[src/rtl/mips_pkg.sv]
// rtl/mips_pkg.sv - shared MIPS opcode, ALUOp and control-bundle definitions
package mips_pkg;

  localparam int DATA_W     = 32;
  localparam int REG_ADDR_W = 5;
  localparam int NUM_REGS   = 32;

  localparam logic [5:0] OP_RTYPE = 6'h00;
  localparam logic [5:0] OP_LW    = 6'h23;
  localparam logic [5:0] OP_SW    = 6'h2B;
  localparam logic [5:0] OP_BEQ   = 6'h04;

  localparam logic [1:0] ALUOP_ADD   = 2'b00;
  localparam logic [1:0] ALUOP_SUB   = 2'b01;
  localparam logic [1:0] ALUOP_FUNCT = 2'b10;

  localparam int WB_CTL_W = 2;
  localparam int M_CTL_W  = 3;
  localparam int EX_CTL_W = 4;

  typedef struct packed {
    logic reg_write;
    logic mem_to_reg;
  } wb_ctl_t;

  typedef struct packed {
    logic branch;
    logic mem_read;
    logic mem_write;
  } m_ctl_t;

  typedef struct packed {
    logic       reg_dst;
    logic [1:0] alu_op;
    logic       alu_src;
  } ex_ctl_t;

  typedef struct packed {
    wb_ctl_t wb;
    m_ctl_t  m;
    ex_ctl_t ex;
  } ctl_t;

  localparam ctl_t CTL_NONE = '0;

  function automatic logic [DATA_W-1:0] sign_extend16(input logic [15:0] imm);
    return {{(DATA_W-16){imm[15]}}, imm};
  endfunction

endpackage

[src/rtl/register_file.sv]
// rtl/register_file.sv - 32x32 register file, two async read ports with write-through bypass
module register_file
  import mips_pkg::*;
(
  input  logic                  clk,
  input  logic                  rst,
  input  logic [REG_ADDR_W-1:0] i_ra1,
  input  logic [REG_ADDR_W-1:0] i_ra2,
  output logic [DATA_W-1:0]     o_rd1,
  output logic [DATA_W-1:0]     o_rd2,
  input  logic                  i_we,
  input  logic [REG_ADDR_W-1:0] i_wa,
  input  logic [DATA_W-1:0]     i_wd
);

  logic [DATA_W-1:0] r_regs [NUM_REGS];
  logic              w_wr_en;

  assign w_wr_en = i_we && (i_wa != '0);

  always_ff @(posedge clk) begin
    if (rst) begin
      for (int i = 0; i < NUM_REGS; i++) begin
        r_regs[i] <= '0;
      end
    end else if (w_wr_en) begin
      r_regs[i_wa] <= i_wd;
    end
  end

  // A write landing this edge is forwarded so decode sees the new value.
  always_comb begin
    if (i_ra1 == '0) begin
      o_rd1 = '0;
    end else if (w_wr_en && (i_wa == i_ra1)) begin
      o_rd1 = i_wd;
    end else begin
      o_rd1 = r_regs[i_ra1];
    end
  end

  always_comb begin
    if (i_ra2 == '0) begin
      o_rd2 = '0;
    end else if (w_wr_en && (i_wa == i_ra2)) begin
      o_rd2 = i_wd;
    end else begin
      o_rd2 = r_regs[i_ra2];
    end
  end

endmodule

[src/rtl/id_stage.sv]
// rtl/id_stage.sv - MIPS decode stage: IF/ID latch, control decode, register read, ID/EX latch
module id_stage
  import mips_pkg::*;
(
  input  logic                  clk,
  input  logic                  rst,
  input  logic [DATA_W-1:0]     instr_in,
  input  logic [DATA_W-1:0]     npc_in,
  input  logic                  stall,
  input  logic                  flush,
  input  logic                  wb_regwrite,
  input  logic [REG_ADDR_W-1:0] wb_writereg,
  input  logic [DATA_W-1:0]     wb_writedata,
  output logic [WB_CTL_W-1:0]   wb_ctl,
  output logic [M_CTL_W-1:0]    m_ctl,
  output logic [EX_CTL_W-1:0]   ex_ctl,
  output logic [DATA_W-1:0]     npc_out,
  output logic [DATA_W-1:0]     rd1_out,
  output logic [DATA_W-1:0]     rd2_out,
  output logic [DATA_W-1:0]     signext_out,
  output logic [REG_ADDR_W-1:0] rt_out,
  output logic [REG_ADDR_W-1:0] rd_out
);

  logic [DATA_W-1:0]     r_ifid_instr;
  logic [DATA_W-1:0]     r_ifid_npc;

  logic [5:0]            w_opcode;
  logic [REG_ADDR_W-1:0] w_rs;
  logic [REG_ADDR_W-1:0] w_rt;
  logic [REG_ADDR_W-1:0] w_rd;
  logic [15:0]           w_imm;
  ctl_t                  w_ctl;
  logic [DATA_W-1:0]     w_rd1;
  logic [DATA_W-1:0]     w_rd2;
  logic [DATA_W-1:0]     w_signext;

  ctl_t                  r_idex_ctl;
  logic [DATA_W-1:0]     r_idex_npc;
  logic [DATA_W-1:0]     r_idex_rd1;
  logic [DATA_W-1:0]     r_idex_rd2;
  logic [DATA_W-1:0]     r_idex_signext;
  logic [REG_ADDR_W-1:0] r_idex_rt;
  logic [REG_ADDR_W-1:0] r_idex_rd;

  // Flush beats stall: a squashed slot must not survive a hold.
  always_ff @(posedge clk) begin
    if (rst || flush) begin
      r_ifid_instr <= '0;
      r_ifid_npc   <= '0;
    end else if (!stall) begin
      r_ifid_instr <= instr_in;
      r_ifid_npc   <= npc_in;
    end
  end

  assign w_opcode  = r_ifid_instr[31:26];
  assign w_rs      = r_ifid_instr[25:21];
  assign w_rt      = r_ifid_instr[20:16];
  assign w_rd      = r_ifid_instr[15:11];
  assign w_imm     = r_ifid_instr[15:0];
  assign w_signext = sign_extend16(w_imm);

  always_comb begin
    w_ctl = CTL_NONE;
    case (w_opcode)
      OP_RTYPE: begin
        w_ctl.ex.reg_dst   = 1'b1;
        w_ctl.ex.alu_op    = ALUOP_FUNCT;
        w_ctl.wb.reg_write = 1'b1;
      end
      OP_LW: begin
        w_ctl.ex.alu_src    = 1'b1;
        w_ctl.ex.alu_op     = ALUOP_ADD;
        w_ctl.m.mem_read    = 1'b1;
        w_ctl.wb.reg_write  = 1'b1;
        w_ctl.wb.mem_to_reg = 1'b1;
      end
      OP_SW: begin
        w_ctl.ex.alu_src  = 1'b1;
        w_ctl.ex.alu_op   = ALUOP_ADD;
        w_ctl.m.mem_write = 1'b1;
      end
      OP_BEQ: begin
        w_ctl.m.branch  = 1'b1;
        w_ctl.ex.alu_op = ALUOP_SUB;
      end
      default: begin
        w_ctl = CTL_NONE;
      end
    endcase
  end

  register_file u_register_file (
    .clk   (clk),
    .rst   (rst),
    .i_ra1 (w_rs),
    .i_ra2 (w_rt),
    .o_rd1 (w_rd1),
    .o_rd2 (w_rd2),
    .i_we  (wb_regwrite),
    .i_wa  (wb_writereg),
    .i_wd  (wb_writedata)
  );

  // A stall issues a bubble: every ID/EX field is cleared, not just control.
  always_ff @(posedge clk) begin
    if (rst || stall) begin
      r_idex_ctl     <= CTL_NONE;
      r_idex_npc     <= '0;
      r_idex_rd1     <= '0;
      r_idex_rd2     <= '0;
      r_idex_signext <= '0;
      r_idex_rt      <= '0;
      r_idex_rd      <= '0;
    end else begin
      r_idex_ctl     <= w_ctl;
      r_idex_npc     <= r_ifid_npc;
      r_idex_rd1     <= w_rd1;
      r_idex_rd2     <= w_rd2;
      r_idex_signext <= w_signext;
      r_idex_rt      <= w_rt;
      r_idex_rd      <= w_rd;
    end
  end

  assign wb_ctl      = r_idex_ctl.wb;
  assign m_ctl       = r_idex_ctl.m;
  assign ex_ctl      = r_idex_ctl.ex;
  assign npc_out     = r_idex_npc;
  assign rd1_out     = r_idex_rd1;
  assign rd2_out     = r_idex_rd2;
  assign signext_out = r_idex_signext;
  assign rt_out      = r_idex_rt;
  assign rd_out      = r_idex_rd;

endmodule

[config.mk]
export PLATFORM = sky130hd
export DESIGN_NAME = id_stage
export DESIGN_NICKNAME = d
export VERILOG_FILES = /design/src/rtl/mips_pkg.sv /design/src/rtl/register_file.sv /design/src/rtl/id_stage.sv
export SDC_FILE = /design/constraint.sdc
export NUM_CORES = 2
export LEC_CHECK = 0
export ABC_CLOCK_PERIOD_IN_PS = 2650
export BUFFER_PORTS_ARGS = -buffer_cell sky130_fd_sc_hd__buf_2
export CAP_MARGIN = 30
export CORE_MARGIN = 5
export CORE_UTILIZATION = 45
export CTS_CLUSTER_SIZE = 16
export DETAILED_ROUTE_END_ITERATION = 12
export GPL_TIMING_DRIVEN = 1
export RECOVER_POWER = 25
export SLEW_MARGIN = 0
export SYNTH_ARGS = -nofsm -noshare
export SYNTH_HDL_FRONTEND = slang
export SYNTH_SLANG_ARGS = --single-unit
[constraint.sdc]
create_clock -name clk -period 2.65 [get_ports clk]
set_input_delay 0 -clock clk [delete_from_list [all_inputs] [get_ports clk]]
set_output_delay 0 -clock clk [all_outputs]
set_load 0.01 [all_outputs]
==> results.ini <==
[sta]
max_freq_mhz=379.4
slew_headroom_pct=-8.876
rsz0062_at_grt=false
setup-violations-final=0
period_minus_slack_ns=2.635
tightest_slew_ns=1.633
slew_viol_final=33
finClkSkew_ns=0.02459
hold_viol=0
fin_ws_ns=0.01455
fin_crit_sh_pct=99.45

[clock_tree]
clock_path_buffers=3
cts_sinks=1212
cts_root_buf=clkbuf_16
cts-htree-levels=4
numCtsBuffers=135
cts_tree=yes
insertion_delay_ns=0.78
path_clk_slew_ns=0.06

[die]
die_w_um=377.9
rows=135
ios=253
die-area_sq_um=142800
initial_utilization_pct=45.12
die_h_um=377.9
core_area_sq_um=135000

[route]
drt-met1-wl_mm=89.51
drtPass1Iterations=5
detailroute.via_count=42008
ant_nets=0
wire_per_inst_um=34.58
via_per_inst=6.361
wl_mm=228.4
wl_met3_mm=23.78
dr_wl_met2_mm=103.5
drc_errors=0
drt_iter0_drc=5311
top_layer=met5

[yosys]
netlist-cell-type-count=58
yosysSeqAreaShare_pct=56.68
yosysWarnings=0
ys.flop_type=edfxtp_1
ys_seq_elements=1212
syn_inst=4210
synth_edf_count=1024
synth-async-reset-ratio_pct=0
synth_area_per_cell_sq_um=14.46
synthesis.area_sq_um=60890

[power]
clockPowerShare_pct=41.5
p_seq_share_pct=48.7
swShare_pct=24.00
p_leak_nw=25.11
total_power_mw=45.57
ir_drop_v=0.0006001
cellPowerDensity_nw_per_um2=628.9
p_switching_mw=10.94
internal_power_mw=34.64
combPwrFrac_pct=9.8

[global_routing]
grt_antenna_before_repair=16
grt_max_degree=62
overflow=0
grt_usage_pct=31.62
grt_pass1_wl_mm=319.1
grt_pass1_vias=42286

[setup_path]
crit_type=reg2reg
cp_max_fo=23
reg2reg_from=r_ifid_instr[16]$_SDFFE_PP0N_
crit_slowest_cell=mux4_2
crit_family=multiplexers
critPathCaptureType=flip-flop
critPathMaxStageDelay_ns=0.54
reg2reg_depth=7
worstPathArrival_ns=3.28
path_cells=buf_12 -> buf_12 -> mux4_2 -> mux2_2 -> a221oi_2 -> nor4_1 -> a21o_1
critical_path.startpoint=r_ifid_instr[16]$_SDFFE_PP0N_
crit_buf_inv=2
critical_path_required_ns=3.30
r2r_slack_ns=0.01
r2r_end=rd2_out[7]$_SDFF_PP0_
path_common_cell=buf_12
crit_path_start_kind=flip-flop

[placed_design]
portBuffers=252
hpwl_mm=141.5
post-place-ws_ns=-0.1366
gp_congestion=0.8829
dp_cells=6161

[outcome]
violations=capacitance limit, slew limit
status=finished with violations

[worst_hold_path]
worstHoldStart=instr_in[10]
holdPathStages=4
hold_class=in2reg
hold_end=r_ifid_instr[10]$_SDFFE_PP0N_

[final_layout]
fillers=11067
fin_util_pct=53.69
fin_nets=4820
area_growth_pct=18.99
drive_above_1_share_pct=25.90
fin_cells=6604

[flow_run]
max_cap_viol_count=1

[repair_timing]
item,4_1_cts,5_1_grt
hold buffers,192,0
setup buffers,4,0
endpoints found under the setup margin,7,1
endpoints found under the hold margin,1148,0
resized for setup,4,1
[Yosys cell counts, types with 5 or more instances]
master        n  area, sq um
a211oi_1     52        390.4
a21o_1       28        210.2
a21oi_1      36        180.2
a221o_1      29        290.3
a221oi_1     19        166.4
a221oi_2     16        240.2
a22o_1       54        473.0
a22oi_1      17        127.6
a2bb2oi_1    16        140.1
and2_1     1047         6550
buf_1        14        52.55
buf_2        68        340.3
buf_4        69        518.0
buf_6        18        202.7
clkbuf_1    302         1134
dfxtp_1     188         3764
edfxtp_1   1024        30750
mux2_2       83        934.7
mux2i_1     343         3433
mux4_2      363         8175
nand2_1      16        60.06
nand2b_1      6        37.54
nand3_1      14        70.07
nand3b_1      7        52.55
nand4_1       5        31.28
nor2_1       99        371.6
nor2b_1      10        62.56
nor4_1       28        175.2
o211ai_1     16        120.1
o221ai_1    122         1069
or2_2        33        206.5
xnor2_1       6        52.55
[cells in the final DEF, fill, tap and decap left out, types with 88 or more instances in the layout]
master         synthesis  final
edfxtp_1            1024   1024
and2_1              1047    933
mux4_2               363    363
mux2i_1              343    343
buf_4                 69    246
dlygate4sd3_1          0    192
dfxtp_1              188    178
buf_2                 68    149
clkbuf_1             302    148
clkbuf_16              0    147
o221ai_1             122    122
and2_0                 2    114
buf_12                 0     88
[metal layers]
layer / GRT usage, % / vias to the layer above
li1: - / 17035
met1: 42.91 / 21690
met2: 49.20 / 2749
met3: 6.743 / 530
met4: 14.37 / 4
met5: 0 / -
[sequential cells by signal, summed over array words and instances (netlist names)]
register                count
ex_ctl                      4
m_ctl                       2
npc_out                    32
r_ifid_instr               32
r_ifid_npc                 32
rd1_out                    32
rd2_out                    32
rt_out                      5
signext_out                16
u_register_file.r_regs   1024
wb_ctl                      1
[worst max path at each step]
stage                     slack [ns]                     end  depth (start not counted)
after floorplan                 0.48  rd1_out[11]$_SDFF_PP0_                          7
after detailed placement       -0.14  rd1_out[24]$_SDFF_PP0_                          5
after CTS                      0.007  rd2_out[14]$_SDFF_PP0_                          8
after global placement         -0.15  rd1_out[24]$_SDFF_PP0_                          5
final                           0.01   rd2_out[7]$_SDFF_PP0_                          7
after global routing          0.0008   rd2_out[7]$_SDFF_PP0_                          7
[layout make-up]
class / count / area, sq um / share of cell area [%]
clock buffers: 195 / 3980 / 5.493
clock inverters: 46 / 409.1 / 0.5647
diodes: 5 / 12.51 / 0.01727
repair buffers: 808 / 6808 / 9.396
multi-input cells: 2553 / 24460 / 33.76
inverters: 4 / 15.01 / 0.02072
well taps: 1781 / 2228 / 3.075
flip-flops and latches: 1212 / 34550 / 47.68
[worst min-delay path, cell delays in order]
cell	delay [ns]
dlygate4sd3_1	0.52
buf_2	0.11
mux2i_1	0.06
nor2_1	0.08
[kinds of logic after synthesis]
family | count (synthesis) | synth area share [%]
AOI/OAI and AO/OA | 430 | 5.992
xor gates and xnor gates | 10 | 0.1438
buffers and inverters | 476 | 3.723
DFF | 1212 | 56.68
muxes | 789 | 20.60
other | 1 | 0.006158
and+or+nand+nor | 1292 | 12.86
[power groups by stage]
| stage | Combinational [mW] | Clock, mW | Sequential (mW) |
|---|---|---|---|
| final | 4.47 | 18.9 | 22.2 |
| after global routing | 4.62 | 19.9 | 22.3 |
| after CTS | 4.44 | 19.1 | 22.2 |
| after detailed placement | 4.19 | 0 | 22.6 |
| after global placement | 4.16 | 0 | 22.5 |
| after floorplan | 2.39 | 0 | 22.3 |
[through the flow]
step           TNS (ns)  cell area (sq um)  hold WS (ns)
2_1_floorplan         0              61010        0.1326
3_3_place_gp    -0.2637              66420        0.2349
3_5_place_dp    -0.2328              66420        0.2410
4_1_cts               0              72820      0.002479
5_1_grt               0              72440       0.04087
6_report              0              72460       0.04597
Power figures use the tool's default switching activity.
